===== config.mk =====
export PLATFORM = sky130hd
export DESIGN_NAME = sr_flag_arbiter
export DESIGN_NICKNAME = d
export VERILOG_FILES = /design/src/rtl/sr_flag_arbiter.sv
export SDC_FILE = /design/constraint.sdc
export NUM_CORES = 1
export LEC_CHECK = 0
export BUFFER_PORTS_ARGS = -buffer_cell sky130_fd_sc_hd__buf_2
export CAP_MARGIN = 20
export CORE_ASPECT_RATIO = 1.75
export CORE_MARGIN = 3
export CORE_UTILIZATION = 30
export CTS_CLUSTER_SIZE = 16
export DETAILED_ROUTE_END_ITERATION = 7
export PLACE_DENSITY = 0.51
export SYNTH_ARGS = -nofsm -noshare
export SYNTH_HDL_FRONTEND = slang
export SYNTH_SLANG_ARGS = --single-unit

===== constraint.sdc =====
create_clock -name clk -period 7.47 [get_ports clk]
set_clock_uncertainty 0.15 [all_clocks]
set_input_delay 0.747 -clock clk [delete_from_list [all_inputs] [get_ports clk]]
set_output_delay 0.747 -clock clk [all_outputs]
set_load 0.1 [all_outputs]

===== src/rtl/sr_flag_arbiter.sv =====
// Round-robin arbiter that sequences single-cycle set/clear strobes into a
// bank of SR flag flip-flops, reads the flag back and returns a grant with an error bit.
module sr_flag_arbiter #(
  parameter int NREQ  = 4,
  parameter int NFLAG = 6,
  parameter int IDXW  = 3
) (
  input  logic                 clk,
  input  logic                 rst,
  input  logic [NREQ-1:0]      req,
  input  logic [NREQ-1:0]      req_op,
  input  logic [NREQ*IDXW-1:0] req_idx,
  input  logic [NFLAG-1:0]     Q,
  output logic [NFLAG-1:0]     S,
  output logic [NFLAG-1:0]     R,
  output logic [NREQ-1:0]      gnt,
  output logic                 err,
  output logic                 busy
);

  localparam int RRW = (NREQ > 1) ? $clog2(NREQ) : 1;

  typedef enum logic [1:0] {IDLE, DRIVE, CHECK, RESP} state_t;

  state_t           state_q;
  logic [RRW-1:0]   rrLast_q;
  logic             op_q;
  logic [IDXW-1:0]  idx_q;
  logic             badIdx_q;
  logic [NFLAG-1:0] S_q, R_q;
  logic [NREQ-1:0]  gnt_q;
  logic             err_q;
  logic             busy_q;

  logic [RRW-1:0]   winner_d;
  logic             found_d;
  logic             opSel_d;
  logic [IDXW-1:0]  idxSel_d;
  logic             badSel_d;
  logic [NFLAG-1:0] flagHot_d;
  logic             qAtIdx_d;

  // Search upward from the last winner, wrapping, so each requester gets a turn.
  always_comb begin
    winner_d = rrLast_q;
    found_d  = 1'b0;
    for (int i = 1; i <= NREQ; i++) begin
      if (!found_d && req[(int'(rrLast_q) + i) % NREQ]) begin
        winner_d = RRW'((int'(rrLast_q) + i) % NREQ);
        found_d  = 1'b1;
      end
    end
  end

  always_comb begin
    opSel_d   = req_op[winner_d];
    idxSel_d  = req_idx[int'(winner_d)*IDXW +: IDXW];
    badSel_d  = (int'(idxSel_d) >= NFLAG);
    flagHot_d = '0;
    qAtIdx_d  = 1'b0;
    for (int f = 0; f < NFLAG; f++) begin
      if (int'(idxSel_d) == f) flagHot_d[f] = 1'b1;
      if (int'(idx_q) == f)    qAtIdx_d     = Q[f];
    end
  end

  // rrLast_q doubles as the latched winner for the transaction in flight.
  always_ff @(posedge clk) begin
    if (rst) begin
      state_q  <= IDLE;
      rrLast_q <= RRW'(NREQ - 1);
      op_q     <= 1'b0;
      idx_q    <= '0;
      badIdx_q <= 1'b0;
      S_q      <= '0;
      R_q      <= '0;
      gnt_q    <= '0;
      err_q    <= 1'b0;
      busy_q   <= 1'b0;
    end else begin
      case (state_q)
        IDLE: begin
          gnt_q <= '0;
          err_q <= 1'b0;
          if (found_d) begin
            rrLast_q <= winner_d;
            op_q     <= opSel_d;
            idx_q    <= idxSel_d;
            badIdx_q <= badSel_d;
            S_q      <= opSel_d ? flagHot_d : '0;
            R_q      <= opSel_d ? '0 : flagHot_d;
            busy_q   <= 1'b1;
            state_q  <= DRIVE;
          end
        end
        DRIVE: begin
          S_q     <= '0;
          R_q     <= '0;
          state_q <= CHECK;
        end
        CHECK: begin
          gnt_q   <= {{(NREQ-1){1'b0}}, 1'b1} << rrLast_q;
          err_q   <= badIdx_q | (qAtIdx_d != op_q);
          state_q <= RESP;
        end
        RESP: begin
          gnt_q   <= '0;
          err_q   <= 1'b0;
          busy_q  <= 1'b0;
          state_q <= IDLE;
        end
        default: state_q <= IDLE;
      endcase
    end
  end

  assign S    = S_q;
  assign R    = R_q;
  assign gnt  = gnt_q;
  assign err  = err_q;
  assign busy = busy_q;

endmodule

==> tab_implementation.tex, run 1 <==
\begin{tabular}{lr}
\hline
Metric & Value \\
\hline
\multicolumn{2}{l}{\textbf{Clocking}} \\
Maximum buffer depth of the clock tree & 2 \\
Clock sink count & 27 \\
Post-cts repair resize count & 0 \\
Post-CTS setup repair buffer count & 0 \\
Number of H-tree branching levels & 1 \\
Number of buffers created by CTS & 3 \\
Buffer cell driving the clock tree root & sky130\_fd\_sc\_hd\_\_clkbuf\_16 \\
CTS clock-pin slew for the worst setup and hold paths & about 70 ps \\
Clock tree from TritonCTS & done \\
Insertion delay to the later sink of the worst-skew pair & $\sim$270 ps \\
Post-cts hold buffer count & 0 \\
\multicolumn{2}{l}{\textbf{Yosys}} \\
Sequential fraction of the synthesis area & about a quarter \\
Gate Count Post-Synth & around 230 \\
Ys async rst share & 0\% \\
Number of flops mapped to enable cells by yosys & 0 \\
Synthesis warning total & 0 \\
Net count of the mapped netlist & 264 \\
Mapped cell area & roughly 2000 um2 \\
Number of distinct standard cells referenced by the synthesized netlist & 44 \\
Average cell area after synthesis & between 9 and 10 um2 \\
Most instantiated flip-flop cell in the synthesis netlist & sky130\_fd\_sc\_hd\_\_dfxtp\_1 \\
Register bit total from synthesis & 27 \\
\multicolumn{2}{l}{\textbf{GRT}} \\
Maximum number of pins on one net before global-route repair & 35 \\
All-layer global routing usage & approximately 14\% \\
Total grt overflow & 0 \\
Antenna violations before repair & 0 \\
First-pass GRT wire length & between 8000 and 9000 um \\
Number of global-route vias before repair & 1729 \\
\multicolumn{2}{l}{\textbf{Timing}} \\
Final Hold Fails & 0 \\
Setup repair after global routing missed its margin & false \\
Slack of the critical path & about 3700 ps \\
Maximum operating frequency & between 200 and 300 MHz \\
Slew at the pin with the worst max-slew slack & $\sim$960 ps \\
Final setup viols & 0 \\
Sum Neg Setup Slack & 0 ps \\
Post-layout minimum cycle time & 3760 ps \\
Number of pins exceeding their max-slew limit in the final report & 0 \\
Final critical-path share of the clock period & 50.3\% \\
Worst slew slack as a fraction of its limit & between 30\% and 40\% \\
\multicolumn{2}{l}{\textbf{Power and ir drop}} \\
Leak & between 0.9 and 1 nW \\
Power, Total & approximately 830 uW \\
P per Cell Area & approximately 350 nW/um2 \\
Largest voltage drop on the vdd net & between 0.1 and 0.15 mV \\
\multicolumn{2}{l}{\textbf{Worst setup path}} \\
Sort of element at the start of the critical path & flip-flop \\
Setup slack, reg-to-reg & 3710 ps \\
Critical Path Slowest Stage Cell & sky130\_fd\_sc\_hd\_\_mux2i\_4 \\
Crit path required time & around 7500 ps \\
Cell count along the critical path & 8 \\
Crit Path Max Fanout & 24 \\
Buffers plus inverters on the worst setup path & 1 \\
CP cell instances & inv\_1 -> ha\_1 -> mux2\_1 -> o22a\_1 -> mux2i\_4 -> mux2i\_1 -> mux2i\_1 -> a32o\_1 \\
Worst path top cell family by delay & multiplexers \\
Arr. time, crit path & $\sim$3800 ps \\
Crit Path Class & reg -> reg \\
Critical Path Max Stage Delay & slightly below 800 ps \\
Worst R2R Path Depth & 8 \\
Cell seen most often among critical-path stages & sky130\_fd\_sc\_hd\_\_mux2i\_1 \\
Setup crit end kind & flip-flop \\
\multicolumn{2}{l}{\textbf{Die}} \\
Starting utilization of the core area & a little under a third \\
I/O pin total & 46 \\
Total Die Area & around 7900 um2 \\
Core Region & approximately 6600 um2 \\
Site row count & 39 \\
Horizontal die dimension & slightly below 70 um \\
Die outline height & 115 um \\
\multicolumn{2}{l}{\textbf{Detailed routing}} \\
Drt pass-1 iters & 4 \\
1st-iter DRT viols & 142 \\
Drt drc & 0 \\
Count of vias placed by the detailed router & 1809 \\
Detailed Route WL & between 5000 and 6000 um \\
Post-DRT Antenna Nets & 0 \\
Routed wirelength normalized by instance count & 15.3 um \\
Average via count per standard cell & approximately 5.3 \\
\multicolumn{2}{l}{\textbf{Placement}} \\
Number of input and output port buffers inserted & 45 \\
Placement Setup Slack & roughly 3700 ps \\
Weighted congestion reported at the end of routability-driven placement & approximately 0.74 \\
Final HPWL DP & around 4000 um \\
\multicolumn{2}{l}{\textbf{Run status}} \\
Result of the run & completed \\
\multicolumn{2}{l}{\textbf{Final layout}} \\
Final \#Nets & about 300 \\
Fill cells & about 720 \\
Post-synthesis to final-layout area growth & 14.9\% \\
Ant diodes & 0 \\
Layout cell share with drive strength beyond 1 & $\sim$25\% \\
\multicolumn{2}{l}{\textbf{Worst hold path}} \\
Depth of the worst hold-timing path & 1 \\
Worst hold path class & reg -> reg \\
\multicolumn{2}{l}{\textbf{Run}} \\
Number of violations of the max-capacitance limit & 0 \\
\hline
\end{tabular}
-- cell type report --
| type | instances | area [um2] | area share (%) |
|---|---|---|---|
| timing repair buffer | 46 | 233 | 9.91 |
| clock buffer | 3 | 75.1 | 3.20 |
| sequential | 27 | 541 | 23.0 |
| tap | 82 | 103 | 4.37 |
| inverter | 5 | 18.8 | 0.800 |
| multi-input combinational | 177 | 1370 | 58.4 |
| clock inverter | 1 | 7.51 | 0.320 |
-- final timing paths --
kind	endpoint	startpoint
max	S[5]	rrLast_q[0]
min	S[4]	S[4]
max reg2reg	S[5]	rrLast_q[0]
min reg2reg	S[4]	S[4]
-- Yosys cell counts (2+ instances only) --
library cell / number / area share, %
sky130_fd_sc_hd__nor2b_1: 4 / 1.2
sky130_fd_sc_hd__buf_6: 3 / 1.7
sky130_fd_sc_hd__a21oi_1: 7 / 1.7
sky130_fd_sc_hd__nor4b_1: 4 / 1.7
sky130_fd_sc_hd__o21ai_0: 10 / 2.4
sky130_fd_sc_hd__a32o_1: 12 / 5.9
sky130_fd_sc_hd__mux2_2: 8 / 4.4
sky130_fd_sc_hd__buf_2: 6 / 1.5
sky130_fd_sc_hd__dfxtp_1: 27 / 26
sky130_fd_sc_hd__nand3b_1: 7 / 2.6
sky130_fd_sc_hd__and3_1: 2 / 0.61
sky130_fd_sc_hd__mux2i_1: 30 / 15
sky130_fd_sc_hd__a22oi_1: 4 / 1.5
sky130_fd_sc_hd__nor4_1: 6 / 1.8
sky130_fd_sc_hd__clkbuf_1: 6 / 1.1
sky130_fd_sc_hd__nor3_1: 8 / 2.0
sky130_fd_sc_hd__inv_1: 5 / 0.92
sky130_fd_sc_hd__nand2_1: 12 / 2.2
sky130_fd_sc_hd__a211oi_1: 2 / 0.73
sky130_fd_sc_hd__nor2_1: 18 / 3.3
sky130_fd_sc_hd__ha_1: 10 / 6.1
sky130_fd_sc_hd__nand2b_1: 8 / 2.4
sky130_fd_sc_hd__nand3_1: 6 / 1.5
-- cells by family (layout without fill, tap and decap cells) --
| group | Yosys count | after routing | synth area share (%) |
|---|---|---|---|
| DFF | 27 | 27 | 26.5 |
| xor gates and xnor gates | 1 | 1 | 0.429 |
| and+or+nand+nor | 79 | 79 | 20.9 |
| adders and majority gates | 10 | 10 | 6.12 |
| AOI/OAI and AO/OA | 45 | 45 | 17.0 |
| buffers and inverters | 22 | 55 | 6.49 |
| muxes | 42 | 42 | 22.6 |
-- stage by stage --
stage	hold slack, ps	cell area [um2]	util, %	cells
after floorplan	326	2040	-	226
after global placement	299	2260	34.4	337
after detailed placement	303	2260	34.4	337
after CTS	321	2350	35.6	341
after global routing	334	2350	35.6	341
final	319	2350	35.6	341
-- report_power, final --
group	internal [mW]	leakage [nW]	total, mW	switching, mW
clock network	0.0728	0.0371	0.125	0.0518
registers	0.178	0.220	0.214	0.0357
logic	0.177	0.732	0.487	0.310
-- layer usage --
metal  track usage (%)  vias up  share of wire (%)
li1                  -      909                  -
met1              15.1      854                 38
met2              26.2       39                 57
met3              1.66        7                3.1
met4              5.98        0                2.4
met5                 0        -                  0
-- registers in the layout, summed over array words and instances (netlist names) --
register  flops
S             6
busy          1
op_q          1
err           1
state_q       2
badIdx_q      1
R             6
rrLast_q      2
idx_q         3
gnt           4
-- cells in the final DEF, fill, tap and decap left out, types with 2 or more instances in the layout --
cell / synthesis / layout
sky130_fd_sc_hd__dfxtp_1: 27 / 27
sky130_fd_sc_hd__and3_1: 2 / 2
sky130_fd_sc_hd__a32o_1: 12 / 12
sky130_fd_sc_hd__o21ai_0: 10 / 10
sky130_fd_sc_hd__clkbuf_16: 0 / 3
sky130_fd_sc_hd__nor4_1: 6 / 6
sky130_fd_sc_hd__ha_1: 10 / 10
sky130_fd_sc_hd__nor3_1: 8 / 8
sky130_fd_sc_hd__nor4b_1: 4 / 4
sky130_fd_sc_hd__inv_1: 5 / 5
sky130_fd_sc_hd__nand3_1: 6 / 6
sky130_fd_sc_hd__nand2b_1: 8 / 8
sky130_fd_sc_hd__a22oi_1: 4 / 4
sky130_fd_sc_hd__mux2_2: 8 / 8
sky130_fd_sc_hd__nor2_1: 18 / 18
sky130_fd_sc_hd__nand2_1: 12 / 12
sky130_fd_sc_hd__mux2i_1: 30 / 30
sky130_fd_sc_hd__a21oi_1: 7 / 7
sky130_fd_sc_hd__buf_2: 6 / 45
sky130_fd_sc_hd__nand3b_1: 7 / 7
sky130_fd_sc_hd__a211oi_1: 2 / 2
sky130_fd_sc_hd__nor2b_1: 4 / 4
Note: power is estimated with default switching activity, not from simulation.
==> inputs of run 2 (changes only) <==
clock period = 3.5 ns   (was 7.47 ns; I/O delays follow)
==> run 2 against run 1 <==
Combinational power is 130% higher. Critical path depth rose by 1. Sequential power rose by 110%. Non-clock buffer count up 4. Critical endpoint is now S[2]. Largest power group unchanged.
==> tab_implementation.tex, run 2 (synthesized netlist as in run 1, its figures left out) <==
\begin{tabular}{lr}
\hline
Metric & Value \\
\hline
\multicolumn{2}{l}{\textbf{Final layout}} \\
Ant diodes & 0 \\
Most frequent standard cell in the layout excluding fill and tap cells & sky130\_fd\_sc\_hd\_\_buf\_2 \\
Commonest non-fill, non-tap cells in the layout & 45 x sky130\_fd\_sc\_hd\_\_buf\_2, 30 x sky130\_fd\_sc\_hd\_\_mux2i\_1, 27 x sky130\_fd\_sc\_hd\_\_dfxtp\_1, 18 x sky130\_fd\_sc\_hd\_\_nor2\_1 \\
Post-route non-filler standard cell count & roughly 350 \\
Post-synthesis to final-layout area growth & 17.0\% \\
Layout cell share with drive strength beyond 1 & between 20 and 30\% \\
Final \#Nets & 302 \\
\multicolumn{2}{l}{\textbf{Clocking}} \\
Post-CTS setup repair buffer count & 0 \\
CTS clock-pin slew for the worst setup and hold paths & $\sim$70 ps \\
Clock tree from TritonCTS & done \\
Maximum buffer depth of the clock tree & 2 \\
Insertion delay to the later sink of the worst-skew pair & approximately 260 ps \\
Number of buffers created by CTS & 3 \\
Post-cts hold buffer count & 0 \\
Post-cts repair resize count & 0 \\
Clock sink count & 27 \\
Number of H-tree branching levels & 1 \\
Buffer cell driving the clock tree root & sky130\_fd\_sc\_hd\_\_clkbuf\_16 \\
\multicolumn{2}{l}{\textbf{Worst setup path}} \\
Crit Path Max Fanout & 24 \\
Cell count along the critical path & 9 \\
Worst r2r dst & S[2] \\
Crit path required time & between 3000 and 4000 ps \\
Critical Path Slowest Stage Cell & sky130\_fd\_sc\_hd\_\_dfxtp\_1 \\
CP cell instances & inv\_1 -> ha\_1 -> mux2\_1 -> o22a\_1 -> mux2i\_4 -> buf\_12 -> mux2i\_1 -> mux2i\_1 -> a32o\_1 \\
Worst R2R Path Depth & 9 \\
Worst setup path endpoint & S[2] \\
Arr. time, crit path & between 3000 and 4000 ps \\
Setup crit end kind & flip-flop \\
Launch point of the worst path & rrLast\_q[1] \\
Cell seen most often among critical-path stages & sky130\_fd\_sc\_hd\_\_mux2i\_1 \\
Setup slack, reg-to-reg & 420 ps \\
Sort of element at the start of the critical path & flip-flop \\
Crit Path Class & reg -> reg \\
Worst path top cell family by delay & multiplexers \\
Worst flop-to-flop path startpoint & rrLast\_q[1] \\
Buffers plus inverters on the worst setup path & 2 \\
Critical Path Max Stage Delay & between 500 and 600 ps \\
\multicolumn{2}{l}{\textbf{GRT}} \\
Total grt overflow & 0 \\
Most Used Layer, Global Route & met2 \\
Routing usage on met2 & a little over a quarter \\
All-layer global routing usage & between 10\% and 20\% \\
Antenna violations before repair & 0 \\
Met3 capacity usage during global routing & about 2.2\% \\
GR Util met1 & 14.8\% \\
Maximum number of pins on one net before global-route repair & 35 \\
First-pass GRT wire length & about 8500 um \\
Number of global-route vias before repair & about 1800 \\
\multicolumn{2}{l}{\textbf{Power and ir drop}} \\
Power, Total & between 1.5 and 2 mW \\
Leak & a little over 1 nW \\
Net Sw Frac & $\sim$47\% \\
Share of power burned in the clock network & roughly 15\% \\
Reported net switching power & between 800 and 900 uW \\
Cell internal pwr & around 950 uW \\
Sequential group share of total power & about a quarter \\
Largest voltage drop on the vdd net & about 0.37 mV \\
Relative contribution of combinational cells to total power & 60.8\% \\
P per Cell Area & 755 nW/um2 \\
\multicolumn{2}{l}{\textbf{Placement}} \\
Weighted congestion reported at the end of routability-driven placement & $\sim$0.74 \\
Placed cell count & between 300 and 400 \\
Number of input and output port buffers inserted & 45 \\
Final HPWL DP & around 4000 um \\
\multicolumn{2}{l}{\textbf{Die}} \\
I/O pin total & 46 \\
Starting utilization of the core area & $\sim$31\% \\
Total Die Area & $\sim$7900 um2 \\
Die outline height & 115 um \\
Site row count & 39 \\
Horizontal die dimension & just under 70 um \\
Core Region & roughly 6600 um2 \\
\multicolumn{2}{l}{\textbf{Timing}} \\
Final setup viols & 0 \\
Final Hold Fails & 0 \\
Post-layout minimum cycle time & about 3100 ps \\
Sum Neg Setup Slack & 0 ps \\
Maximum operating frequency & around 330 MHz \\
Number of pins exceeding their max-slew limit in the final report & 0 \\
Setup repair after global routing missed its margin & false \\
Final critical-path share of the clock period & around 88\% \\
Slew at the pin with the worst max-slew slack & 763 ps \\
Worst slew slack as a fraction of its limit & between 40\% and 50\% \\
\multicolumn{2}{l}{\textbf{Detailed routing}} \\
Post-DRT Antenna Nets & 0 \\
Detailed Route WL & around 5200 um \\
Drt drc & 0 \\
Count of vias placed by the detailed router & approximately 1800 \\
Routed wirelength normalized by instance count & 15.0 um \\
1st-iter DRT viols & around 110 \\
Average via count per standard cell & between 5 and 6 \\
Drt pass-1 iters & 4 \\
\multicolumn{2}{l}{\textbf{Run}} \\
Number of violations of the max-capacitance limit & 0 \\
\multicolumn{2}{l}{\textbf{Worst hold path}} \\
Worst hold path class & reg -> reg \\
\multicolumn{2}{l}{\textbf{Run status}} \\
Result of the run & completed \\
\hline
\end{tabular}
run 2: cell count changes in the layout (fill, tap and decap cells not counted):
| cell | before | now |
|---|---|---|
| sky130_fd_sc_hd__buf_4 | 1 | 4 |
| sky130_fd_sc_hd__buf_12 | 0 | 1 |
run 2: per-stage QoR:
| step | setup WS (ps) | util [%] | cell area (um2) | hold slack, ps |
|---|---|---|---|---|
| 2_1_floorplan | 590 | - | 2040 | 326 |
| 3_3_place_gp | 480 | 35.0 | 2310 | 298 |
| 3_5_place_dp | 411 | 35.0 | 2310 | 307 |
| 4_1_cts | 403 | 36.3 | 2390 | 320 |
| 5_1_grt | 175 | 36.3 | 2390 | 341 |
| 6_report | 423 | 36.3 | 2390 | 318 |
run 2: routing by layer:
layer	wire, um	share of wire (%)	vias to the layer above
li1	-	-	920
met1	2060	40	855
met2	2890	56	30
met3	147	2.8	7
met4	93	1.8	0
met5	0	0	-
run 2: final cells by class:
class | instances | area [um2]
Fill cell | 736 | 4200
Multi-Input combinational cell | 177 | 1370
Sequential cell | 27 | 541
Timing Repair Buffer | 50 | 275
Tap cell | 82 | 103
Clock buffer | 3 | 75.1
Inverter | 5 | 18.8
Clock inverter | 1 | 7.51
run 2: tightest hold or removal path, delay by kind of cell, from the launching register on:
family / cells / cell delay [ps]
and+or+nand+nor: 1 / 60
AOI/OAI and AO/OA: 1 / 50
DFF: 1 / 310
run 2: worst min path at each step:
stage,from,depth (start not counted),to
2_1_floorplan,state_q[1],2,state_q[1]
3_3_place_gp,R[0],1,R[0]
3_5_place_dp,S[4],1,S[4]
4_1_cts,err,2,err
5_1_grt,S[0],1,S[0]
6_report,err,2,err
run 2: power by group through the flow:
| stage | Combinational [mW] | Sequential, mW | Clock, mW |
|---|---|---|---|
| 2_1_floorplan | 0.737 | 0.642 | 0 |
| 3_3_place_gp | 1.10 | 0.448 | 0 |
| 3_5_place_dp | 1.11 | 0.450 | 0 |
| 4_1_cts | 1.11 | 0.443 | 0.279 |
| 5_1_grt | 1.19 | 0.453 | 0.290 |
| 6_report | 1.10 | 0.441 | 0.266 |
